File: src/rtl/mcy_trace_pkg.sv
// Shared types for the MCY PC trace checker.
//   pc_t          - 32-bit program counter value
//   fail_cause_e  - reason the checker entered FAIL
//   chk_state_e   - checker FSM state encoding
package mcy_trace_pkg;

   typedef logic [31:0] pc_t;

   typedef enum logic [1:0] {
      CAUSE_NONE     = 2'd0,
      CAUSE_MISMATCH = 2'd1,
      CAUSE_TIMEOUT  = 2'd2,
      CAUSE_OVERFLOW = 2'd3
   } fail_cause_e;

   typedef enum logic [1:0] {
      ST_IDLE = 2'd0,
      ST_RUN  = 2'd1,
      ST_FAIL = 2'd2
   } chk_state_e;

endpackage

File: src/rtl/mcy_trace_fifo.sv
// Synchronous PC FIFO, DEPTH entries of pc_t.
// Ports:
//   clk_i, rst_i   clock, synchronous active-high reset
//   clr_i          synchronous flush (pointers to zero)
//   push_i, din_i  write strobe and data
//   pop_i          read strobe; head_o is valid while empty_o is low
//   full_o/empty_o occupancy flags
//   overflow_o     pulse: push while full with no same-cycle pop (write dropped)
module mcy_trace_fifo
   import mcy_trace_pkg::*;
#(
   parameter int DEPTH = 8
) (
   input  logic        clk_i,
   input  logic        rst_i,
   input  logic        clr_i,
   input  logic        push_i,
   input  logic        pop_i,
   input  logic [31:0] din_i,
   output logic [31:0] head_o,
   output logic        full_o,
   output logic        empty_o,
   output logic        overflow_o
);

   localparam int AW = $clog2(DEPTH);

   // Extra MSB on each pointer distinguishes full from empty when indices match.
   logic [AW:0] wr_ptr;
   logic [AW:0] rd_ptr;
   pc_t         mem [DEPTH];
   logic        do_push;
   logic        do_pop;

   assign empty_o    = (wr_ptr == rd_ptr);
   assign full_o     = (wr_ptr[AW] != rd_ptr[AW]) && (wr_ptr[AW-1:0] == rd_ptr[AW-1:0]);
   assign do_pop     = pop_i && !empty_o;
   // When full, a same-cycle pop frees the head slot, which is exactly the slot written.
   assign do_push    = push_i && (!full_o || do_pop);
   assign overflow_o = push_i && full_o && !do_pop;
   assign head_o     = mem[rd_ptr[AW-1:0]];

   always_ff @(posedge clk_i) begin
      if (rst_i || clr_i) begin
         wr_ptr <= '0;
         rd_ptr <= '0;
      end else begin
         if (do_push) wr_ptr <= wr_ptr + 1'b1;
         if (do_pop)  rd_ptr <= rd_ptr + 1'b1;
      end
   end

   always_ff @(posedge clk_i) begin
      if (do_push) mem[wr_ptr[AW-1:0]] <= din_i;
   end

endmodule

File: config.mk
export PLATFORM = sky130hd
export DESIGN_NAME = mcy_trace_fifo
export DESIGN_NICKNAME = d
export VERILOG_FILES = /design/src/rtl/mcy_trace_pkg.sv /design/src/rtl/mcy_trace_fifo.sv
export SDC_FILE = /design/constraint.sdc
export NUM_CORES = 1
export LEC_CHECK = 0
export ABC_AREA = 1
export CAP_MARGIN = 30
export CORE_MARGIN = 2
export CORE_UTILIZATION = 50
export DETAILED_ROUTE_END_ITERATION = 6
export PLACE_DENSITY = 0.8
export SETUP_SLACK_MARGIN = 0.05
export SYNTH_ARGS = -nofsm -noshare
export SYNTH_HDL_FRONTEND = slang
export SYNTH_SLANG_ARGS = --single-unit
export TNS_END_PERCENT = 30
File: constraint.sdc
create_clock -name clk_i -period 7.4 [get_ports clk_i]
set_input_delay 1.48 -clock clk_i [delete_from_list [all_inputs] [get_ports clk_i]]
set_output_delay 1.48 -clock clk_i [all_outputs]
set_load 0.005 [all_outputs]
# == Word level (Yosys, flattened, before mapping) ==
# Memory sizes are Yosys's and may differ from the RTL's. A register that Yosys moved wholly into a read port is not among the register bits.
# Cells that the tools add are included.
# classes
multipliers,0
add_sub_neg,2
magnitude_cmp,0
mux,4
bitwise_logic,0
n_reduce_logical,10
n_eq_ne,3
n_div,0
shifts,0
# ops
operator,n
adder 4 x 1 -> 4 bit (second input constant),2
2-to-1 mux 3 bit,2
logical AND 1 bit,5
equality test 4 bit,1
equality test 3 bit,1
zero test 1 bit,3
logical OR 1 bit,2
2-to-1 mux 1 bit,2
!= test 1 bit,1
# totals
romBits,0
word_cells,22
mem_bits_rw,256
latchBits,0
out_inout_bits,35
n_memories,1
reg_bits,8
inputBits,37
# mem_list
memory,depth,word_bits,read_ports,rd_clocked_by_memory_dff,wr,line_no,rtl
mem,8,32,1,1,1,mcy_trace_fifo.sv:31,pc_t mem [DEPTH];

# == Longest topological paths before layout ==
# Gate-level depths: netlist (run 1).
# depth
ltp_word,7
ltp_mapped,9
mapped_depth_nobuf,9

# == Worst setup path after synthesis (run 1) ==
# OpenSTA, ideal clock, no wires.
# synth_timing
path_type,input-to-reg
start,input port pop_i
end,"memory mem[0][0] (netlist bit), enable pin"
setup_slack_ns,3.747
setup_time_ns,0.421
path_stages,5
arrival_ns,3.232
required_ns,6.979
path_buffers,1
path_cell_list,inv_1 -> nand4_1 -> buf_6 -> nand3_1 -> nor2_1
# synth_between
elab_chain_cells,5
# synth_rtl
item,line_no,rtl
start: declaration,mcy_trace_fifo.sv:18,"input logic pop_i,"
logical AND 1 bit,mcy_trace_fifo.sv:37,assign do_pop = pop_i && !empty_o;
logical OR 1 bit,mcy_trace_fifo.sv:39,assign do_push = push_i && (!full_o || do_pop);
logical AND 1 bit,mcy_trace_fifo.sv:39,
2-to-1 mux 1 bit,mcy_trace_fifo.sv:54,if (do_push) mem[wr_ptr[AW-1:0]] <= din_i;
2-to-1 mux 1 bit (implied by the code),mcy_trace_fifo.sv:54,
end: declaration,mcy_trace_fifo.sv:31,
# No other way between the ends.

==> results.txt, run 1 <==
* Power share of the combinational group: 5.5%
- In this design, the largest share of critical-path delay is due to buffers and inverters.
* Placer's final routability congestion estimate: 0.742
* Number of clock buffers inserted by TritonCTS: 27
- Headroom to the max-slew limit came out at 43.9%.
- Highest-count cells in the layout ignoring fill and taps: edfxtp_1 (256), nor2_1 (172), o21ai_0 (122)
* Commonest non-fill, non-tap cell in the layout: edfxtp_1
* Worst-path maximum fanout: 65
- Vias post-DR: 6697
- The setup check on the worst reg-to-reg path leaves a slack of 4620 ps.
* Net total in the final layout: 952
- Across all hold checks on the routed design, the worst slack comes to 531 ps.
- Clock-pin transition on the worst setup and hold timing paths: 60 ps
* Internal cell power: 2.52 mW
- Final-layout fill cell count: 1609
* Post-synthesis net count: a little under 900
- Number of standard cells after synthesis: 845
- LEAKAGE: 4.20 nW
* CORE AREA: 20800 µm²
* Port buffer count: slightly above 70
- Shortest period the worst path allows: 4980 ps
- By instance count, the cell type seen most on the critical path is buf_4.
- Residual DRC: 0
* Clk sink count: approximately 270
* Average footprint of a synthesized cell: between 10 and 15 µm²
* Post-placement worst setup slack: 2770 ps
- In the final layout, the share of cells above drive strength 1 is 6.86%.
* Number of distinct standard cells referenced by the synthesized netlist: 23
* Width of the die: 149 µm
- Counting tap cells, the placed design contains a total of 1158 instances.
- For this run, the detailed router's first-pass iteration total came to 5.
- The floorplan step defined a die boundary enclosing 22200 µm².
- In the synthesized netlist the dominant register cell turns out to be edfxtp_1.
- For this run, the number of Yosys warnings is 0.
* Drt total wl: between 20000 and 25000 µm
* Grt ovf: 0
- Entering global routing, the biggest net connects 101 pins.
- Slowest stage delay, CP: between 500 and 600 ps
- The tree is rooted in a clkbuf_16.
- Fraction of the cycle the final worst path needs: 67.3%
- # IOs: 72
* Post-Route Skew: 7.89 ps
- Switching part of the total: 20.2%
- Using the TritonRoute via totals, the vias-per-cell ratio works out to 5.54.
* Slew at the pin with the worst max-slew slack: ~840 ps
- The floorplan step set the die height to 149 µm.
* Endpoints failing setup: 0
* Slowest cell on the critical path: buf_4
* Critical Path Source Type: flip-flop
- Once the floorplan was initialized, standard cells occupied 50.4% of the core.
- Measured on the finished design, the core utilization comes to roughly three fifths.
- Based on the critical path, the design can be clocked at up to roughly 0.2 GHz.
- The number of global-route vias before repair is 6546.
- In this run the worst hold path is classified as reg2reg.
- Wire length of the first global-routing pass: 34200 µm
- Number of buffers and inverters on the critical path: 4
* Power density normalized to cell area: approximately 250 nW/µm²
* Antenna-violating nets left: 0
- Number of synthesized flops with an enable pin: 256
- Final Hold Violating Endpoints: 0
- No sink is reached through more buffers than the 3 on the longest clock path.
- Switching power: 0.638 mW
- The max-slew violation count was 0.
- Of the total power, registers draw 53.4%.
* Setup Total Neg Slack: 0 ps
- Excluding fillers, the count of instances in the completed layout stands at 1208.
* CTS tree: done
- After synthesis the netlist holds a flip-flop and latch count of between 200 and 300.
- RSZ-0062 raised after global routing: no
* Total standard cell area after synthesis: 10500 µm²
* Status: complete, no violations
- Post-synthesis async set-or-reset flop share: 0%
* Final HPWL from detailed placement: 12000 µm
* Count of antenna diodes in the layout: 0
- Data required time of the critical path: about 6000 ps
* Starting DRC count in detailed routing: between 400 and 500
- The number of antenna violations at the first check in global routing is 0.
- Endpoint type of the worst setup path: primary output
* Overall routing resource usage: 19.9%
- Peak supply drop: 0.188 mV
* Power share of the clock group: 41.1%
- Standard-cell rows: 53
- CTS hold repair buffers: 0
- After detailed routing, the average wire length per cell comes to 18.4 µm.
* Number of max-cap violations: 0
* Sequential fraction of the synthesis area: about three quarters
- CTS built an H-tree with a depth of 1.
- The later pin in the worst-skew pair is clocked with a latency of 520 ps.
- STA puts the critical path data arrival time at between 3000 and 4000 ps.
* Chain of cells forming the critical path: buf_4 -> inv_2 -> buf_4 -> nor2_1 -> o21ai_0 -> a31oi_1 -> clkdlybuf4s50_1
- Relative to the synthesized area, the layout overhead comes to 18.3%.
- PnR worst setup slack: 2420 ps
- Post-CTS repair changed the size of 0 cells.
- Post-CTS setup buffers: 0
- The critical path in this run is classified as reg2out.
power groups by stage:
stage | clock (mW) | sequential (mW) | combinational (mW)
after floorplan | 0 | 1.72 | 0.0757
after global placement | 0 | 1.72 | 0.166
after detailed placement | 0 | 1.72 | 0.172
after CTS | 1.32 | 1.69 | 0.173
after global routing | 1.38 | 1.69 | 0.191
final | 1.30 | 1.69 | 0.174
final timing paths:
| kind | endpoint | start | depth (start not counted) |
|---|---|---|---|
| worst max-delay path | head_o[20] | flip-flop | 7 |
| worst min-delay path | rd_ptr[3]$_SDFFE_PP0N_ | rd_ptr[3]$_SDFFE_PP0N_ | 2 |
| worst max register to register | mem[2][20]$_DFFE_PP_ | wr_ptr[1]$_SDFFE_PP0P_ | 8 |
| worst min register to register | rd_ptr[3]$_SDFFE_PP0N_ | rd_ptr[3]$_SDFFE_PP0N_ | 2 |
flip-flops by register name, indices dropped and copies added, names as in the netlist, named ones only:
register  count
mem         256
wr_ptr        4
rd_ptr        4
metrics by stage:
stage	instance area [µm²]	power [mW]
global placement	11500	1.88
CTS	12400	3.18
detailed placement	11500	1.89
finish	12400	3.16
floorplan	10500	1.79
global route	12400	3.26
final cells by class:
cell class              count  area, µm²  area share, %
flip-flops and latches    267       7910           63.7
repair buffers             87        908           7.32
well taps                 275        344           2.77
clock inverters            20        165           1.33
clock buffers              29        683           5.50
inverters                  16       61.3          0.494
multi-input cells         514       2340           18.8
cells by family after synthesis:
kind of cell / share of synthesized area (%)
buffers and inverters: 2.87
AND/OR/NAND/NOR: 11.2
AO/OA/AOI/OAI: 9.92
flip-flops: 75.3
XOR/XNOR: 0.417
adder cells (fa/ha/maj): 0.238
routing by layer:
| metal | up-vias | wire length (µm) | GRT usage (%) |
|---|---|---|---|
| met5 | - | 0 | 0 |
| met4 | 0 | 579 | 6.57 |
| met1 | 3271 | 9210 | 26.2 |
| li1 | 3150 | - | - |
| met2 | 225 | 11000 | 34.1 |
| met3 | 51 | 1490 | 3.27 |
Yosys cell counts (all sizes together) (3+ instances only):
cell type | number | area share (%)
nand3 | 9 | 0.43
xnor2 | 3 | 0.25
inv | 16 | 0.57
a21oi | 38 | 1.8
edfxtp | 256 | 73
a31oi | 32 | 1.9
nand2 | 116 | 4.2
buf | 24 | 1.4
nor2 | 180 | 6.5
dfxtp | 11 | 2.1
o21ai | 130 | 6.2
clkbuf | 24 | 0.87
worst register-to-register path, delay by kind of cell (launching register included):
family | cells | cell delay (ps)
buffers and inverters | 2 | 570
flip-flops | 1 | 360
AND/OR/NAND/NOR | 6 | 1490
Note: power is estimated with default switching activity, not from simulation.
==> inputs of run 2 (changes only) <==
Settings changed: PLACE_DENSITY 0.8 to 0.83.
Clock period 7.4 ns to 4.22 ns, I/O delays scaled along.
==> run 2 against run 1 <==
- highest routed layer unchanged
- combinational power is 75% higher
- clock power is 65% higher
- non-clock buffer count is 4 higher
- sequential power is 75% higher
- register-to-register slack worse by 2800 ps
- routed wire length is 0.49% higher
- setup slack worse by 2000 ps
- first-iteration DRC count is 28% higher
- largest cell class unchanged
- critical path depth is 1 lower
==> results.txt, run 2 (same netlist as run 1, synthesis figures left out) <==
- The run finished with clean final reports.
- CTS tree: done
* Highest-count cells in the layout ignoring fill and taps: edfxtp_1 (256), nor2_1 (172), o21ai_0 (122)
- In the finished design, the share of the clock period the worst path needs comes to slightly below 90%.
* CTS resizes: 0 (unchanged)
- Crit Path Class: reg2out
- Number of clock buffers inserted by TritonCTS: 27 (unchanged)
* Standard-cell rows: 53 (unchanged)
* Slew Limit Headroom: 47.3% (+3.4 points)
- Root buffer cell: clkbuf_16
- In this design, the critical path's most frequently occurring cell is o21ai_0.
- The largest fanout on the critical path came to 77 (+18%).
- The end-of-flow core utilization came to 59.3% (-0.34 points).
- The die area was 22200 µm² (unchanged).
- The share of total power in the clock network was 39.7% (-1.4 points).
- Part of the total power dissipated in sequential elements: 54.6% (+1.2 points)
- Area added between synthesis and finish: 17.6%
- The violation count after the first detailed-routing iteration is 617 (+28%).
- Fraction of layout instances using a drive strength above 1: 7.04% (+0.18 points)
- # IOs: 72 (unchanged)
- The half-perimeter wire length after detailed placement is 11600 µm (-2.8%).
- Clock-pin transition on the worst setup and hold timing paths: 60 ps (about the same)
- Net total in the final layout: 956 (+0.42%)
* Initial Utilization: 50.4% (unchanged)
- The total overflow reported by the global router was 0 (unchanged).
- For the finished layout, the period the worst path requires is 3770 ps.
- Internal cell power: 4.31 mW (+71%)
* Final-layout fill cell count: 1604 (-0.31%)
- The total power density per cell area was 438 nW/µm² (+72%).
- The number of flip-flops in the largest register is 256 (unchanged).
- Layout Cells excl Fill: 1212 (+0.33%)
- Width of the die: 149 µm (unchanged)
- The buffer levels on the longest clock path is 3 (unchanged).
* Cell family contributing the most delay on the critical path: buffers and inverters
- The remaining number of nets flagged by the antenna check after routing is 0 (unchanged).
* Switching part of the total: 20.4% (+0.15 points)
- For this design, the slowest cell found on the critical path is buf_4.
- The total of hold buffers inserted after clock tree synthesis was 0 (unchanged).
- The count of inserted antenna diode cells was 0 (unchanged).
* CORE AREA: 20800 µm² (unchanged)
* Number of buffers and inverters on the critical path: 2 (-2)
- Max-slew violation count: 0 (unchanged)
- The total negative setup slack was 0 ps (unchanged).
- Drt total wl: 22400 µm (+0.49%)
- The reported net switching power was 1.10 mW (+73%).
- Worst min-delay path category: reg2reg
* Number of antenna violations at the first check in global routing: 0 (unchanged)
* Number of H-tree branching levels: 1 (unchanged)
* Die Ht: 149 µm (unchanged)
- Residual DRC: 0 (unchanged)
- The worst hold slack was 541 ps (+9.45 ps).
* Commonest non-fill, non-tap cell in the layout: edfxtp_1
- Per-cell routed wire length: 18.4 µm (+0.16%)
- The transition at the pin with the smallest max-transition slack is 789 ps (-51.3 ps).
- The number of iterations in the first detailed-routing pass is 5 (unchanged).
- Post-CTS setup buffers: 0 (unchanged)
- Peak supply drop: 0.391 mV (+110%)
- Chain of cells forming the critical path: buf_4 -> o21ai_0 -> o21ai_0 -> a21oi_1 -> a31oi_1 -> clkdlybuf4s50_1
* Endpoint type of the worst setup path: primary output
- Largest net degree at the start of global routing: 78 (-23%)
- The cell total after placement was 1163 (+0.43%).
- Overall routing resource usage: 20.1% (+0.20 points)
* Later-pin clock latency in the skew report: 530 ps (about the same)
- Endpoints failing setup: 0 (unchanged)
- The leakage dissipation was 4.18 nW (-0.40%).
* Power share of the combinational group: 5.6% (about the same)
- Vias post-DR: 6691 (-0.090%)
- Critical Path Source Type: flip-flop
- The longest individual stage delay on the worst path is 610 ps (+20 ps).
* Crit path arrival time: 2930 ps (-570 ps)
- Data required time of the critical path: 3380 ps (-2540 ps)
* Number of max-cap violations: 0 (unchanged)
- The global placer's final weighted congestion is 0.716 (-3.5%).
* Clk sink count: 267 (unchanged)
- The setup skew after layout came to 18.6 ps (+10.7 ps).
* Final Hold Violating Endpoints: 0 (unchanged)
- Wire length of the first global-routing pass: 34500 µm (+1.1%)
* Port buffer count: 71 (unchanged)
- Static timing analysis puts the maximum clock frequency at ~0.27 GHz.
- Vias per Instance: 5.52 (-0.42%)
* RSZ-0062 raised after global routing: no
- The number of global-route vias before repair was 6561 (+0.23%).
[run 2: changes by cell type in the layout (fill, tap and decap cells not counted), sizes merged]
| cell | previous run | this run |
|---|---|---|
| bufinv | 3 | 1 |
| clkbuf | 29 | 34 |
| buf | 16 | 20 |
| clkinv | 16 | 12 |
| inv | 15 | 16 |
[run 2: worst min-delay path, delay by kind of cell (launching register included)]
family | cells | cell delay, ps
AOI/OAI and AO/OA | 1 | 50
DFF | 1 | 360
and+or+nand+nor | 1 | 80
[run 2: final timing paths]
kind,startpoint,endpoint,slack [ps],cells after the start
worst max-delay path,flip-flop,head_o[4],450,6
worst min-delay path,rd_ptr[3]$_SDFFE_PP0N_,rd_ptr[3]$_SDFFE_PP0N_,540,2
worst max register to register,wr_ptr[0]$_SDFFE_PP0P_,mem[0][12]$_DFFE_PP_,1820,8
worst min register to register,rd_ptr[3]$_SDFFE_PP0N_,rd_ptr[3]$_SDFFE_PP0N_,540,2
[run 2: power by group through the flow]
stage	Combinational [mW]	Clock [mW]	Sequential (mW)
floorplan	0.133	0	3.01
global placement	0.296	0	3.01
detailed placement	0.304	0	3.01
CTS	0.307	2.19	2.96
global route	0.336	2.29	2.96
finish	0.304	2.15	2.96
[run 2: per-layer routing]
metal / up-vias / part of all wire [%] / track usage, %
li1: 3157 / - / -
met1: 3262 / 42 / 27.1
met2: 230 / 50 / 34.4
met3: 42 / 6.2 / 3.15
met4: 0 / 2.4 / 5.29
met5: - / 0 / 0
[run 2: cell type report]
type	instances	area [µm²]	share of cell area, %
timing repair buffer	91	886	7.18
clock inverter	15	97.6	0.791
clock buffer	34	702	5.69
sequential	267	7910	64.1
tap	275	344	2.79
multi-input combinational	514	2340	19.0
inverter	16	61.3	0.497
[run 2: stage by stage]
step                      instance area (µm²)  total power [mW]  setup WS [ps]
final                                   12300              5.41            449
after global routing                    12300              5.59            275
after CTS                               12300              5.45            455
after detailed placement                11500              3.32            842
after global placement                  11500              3.31            833
after floorplan                         10500              3.14           1200
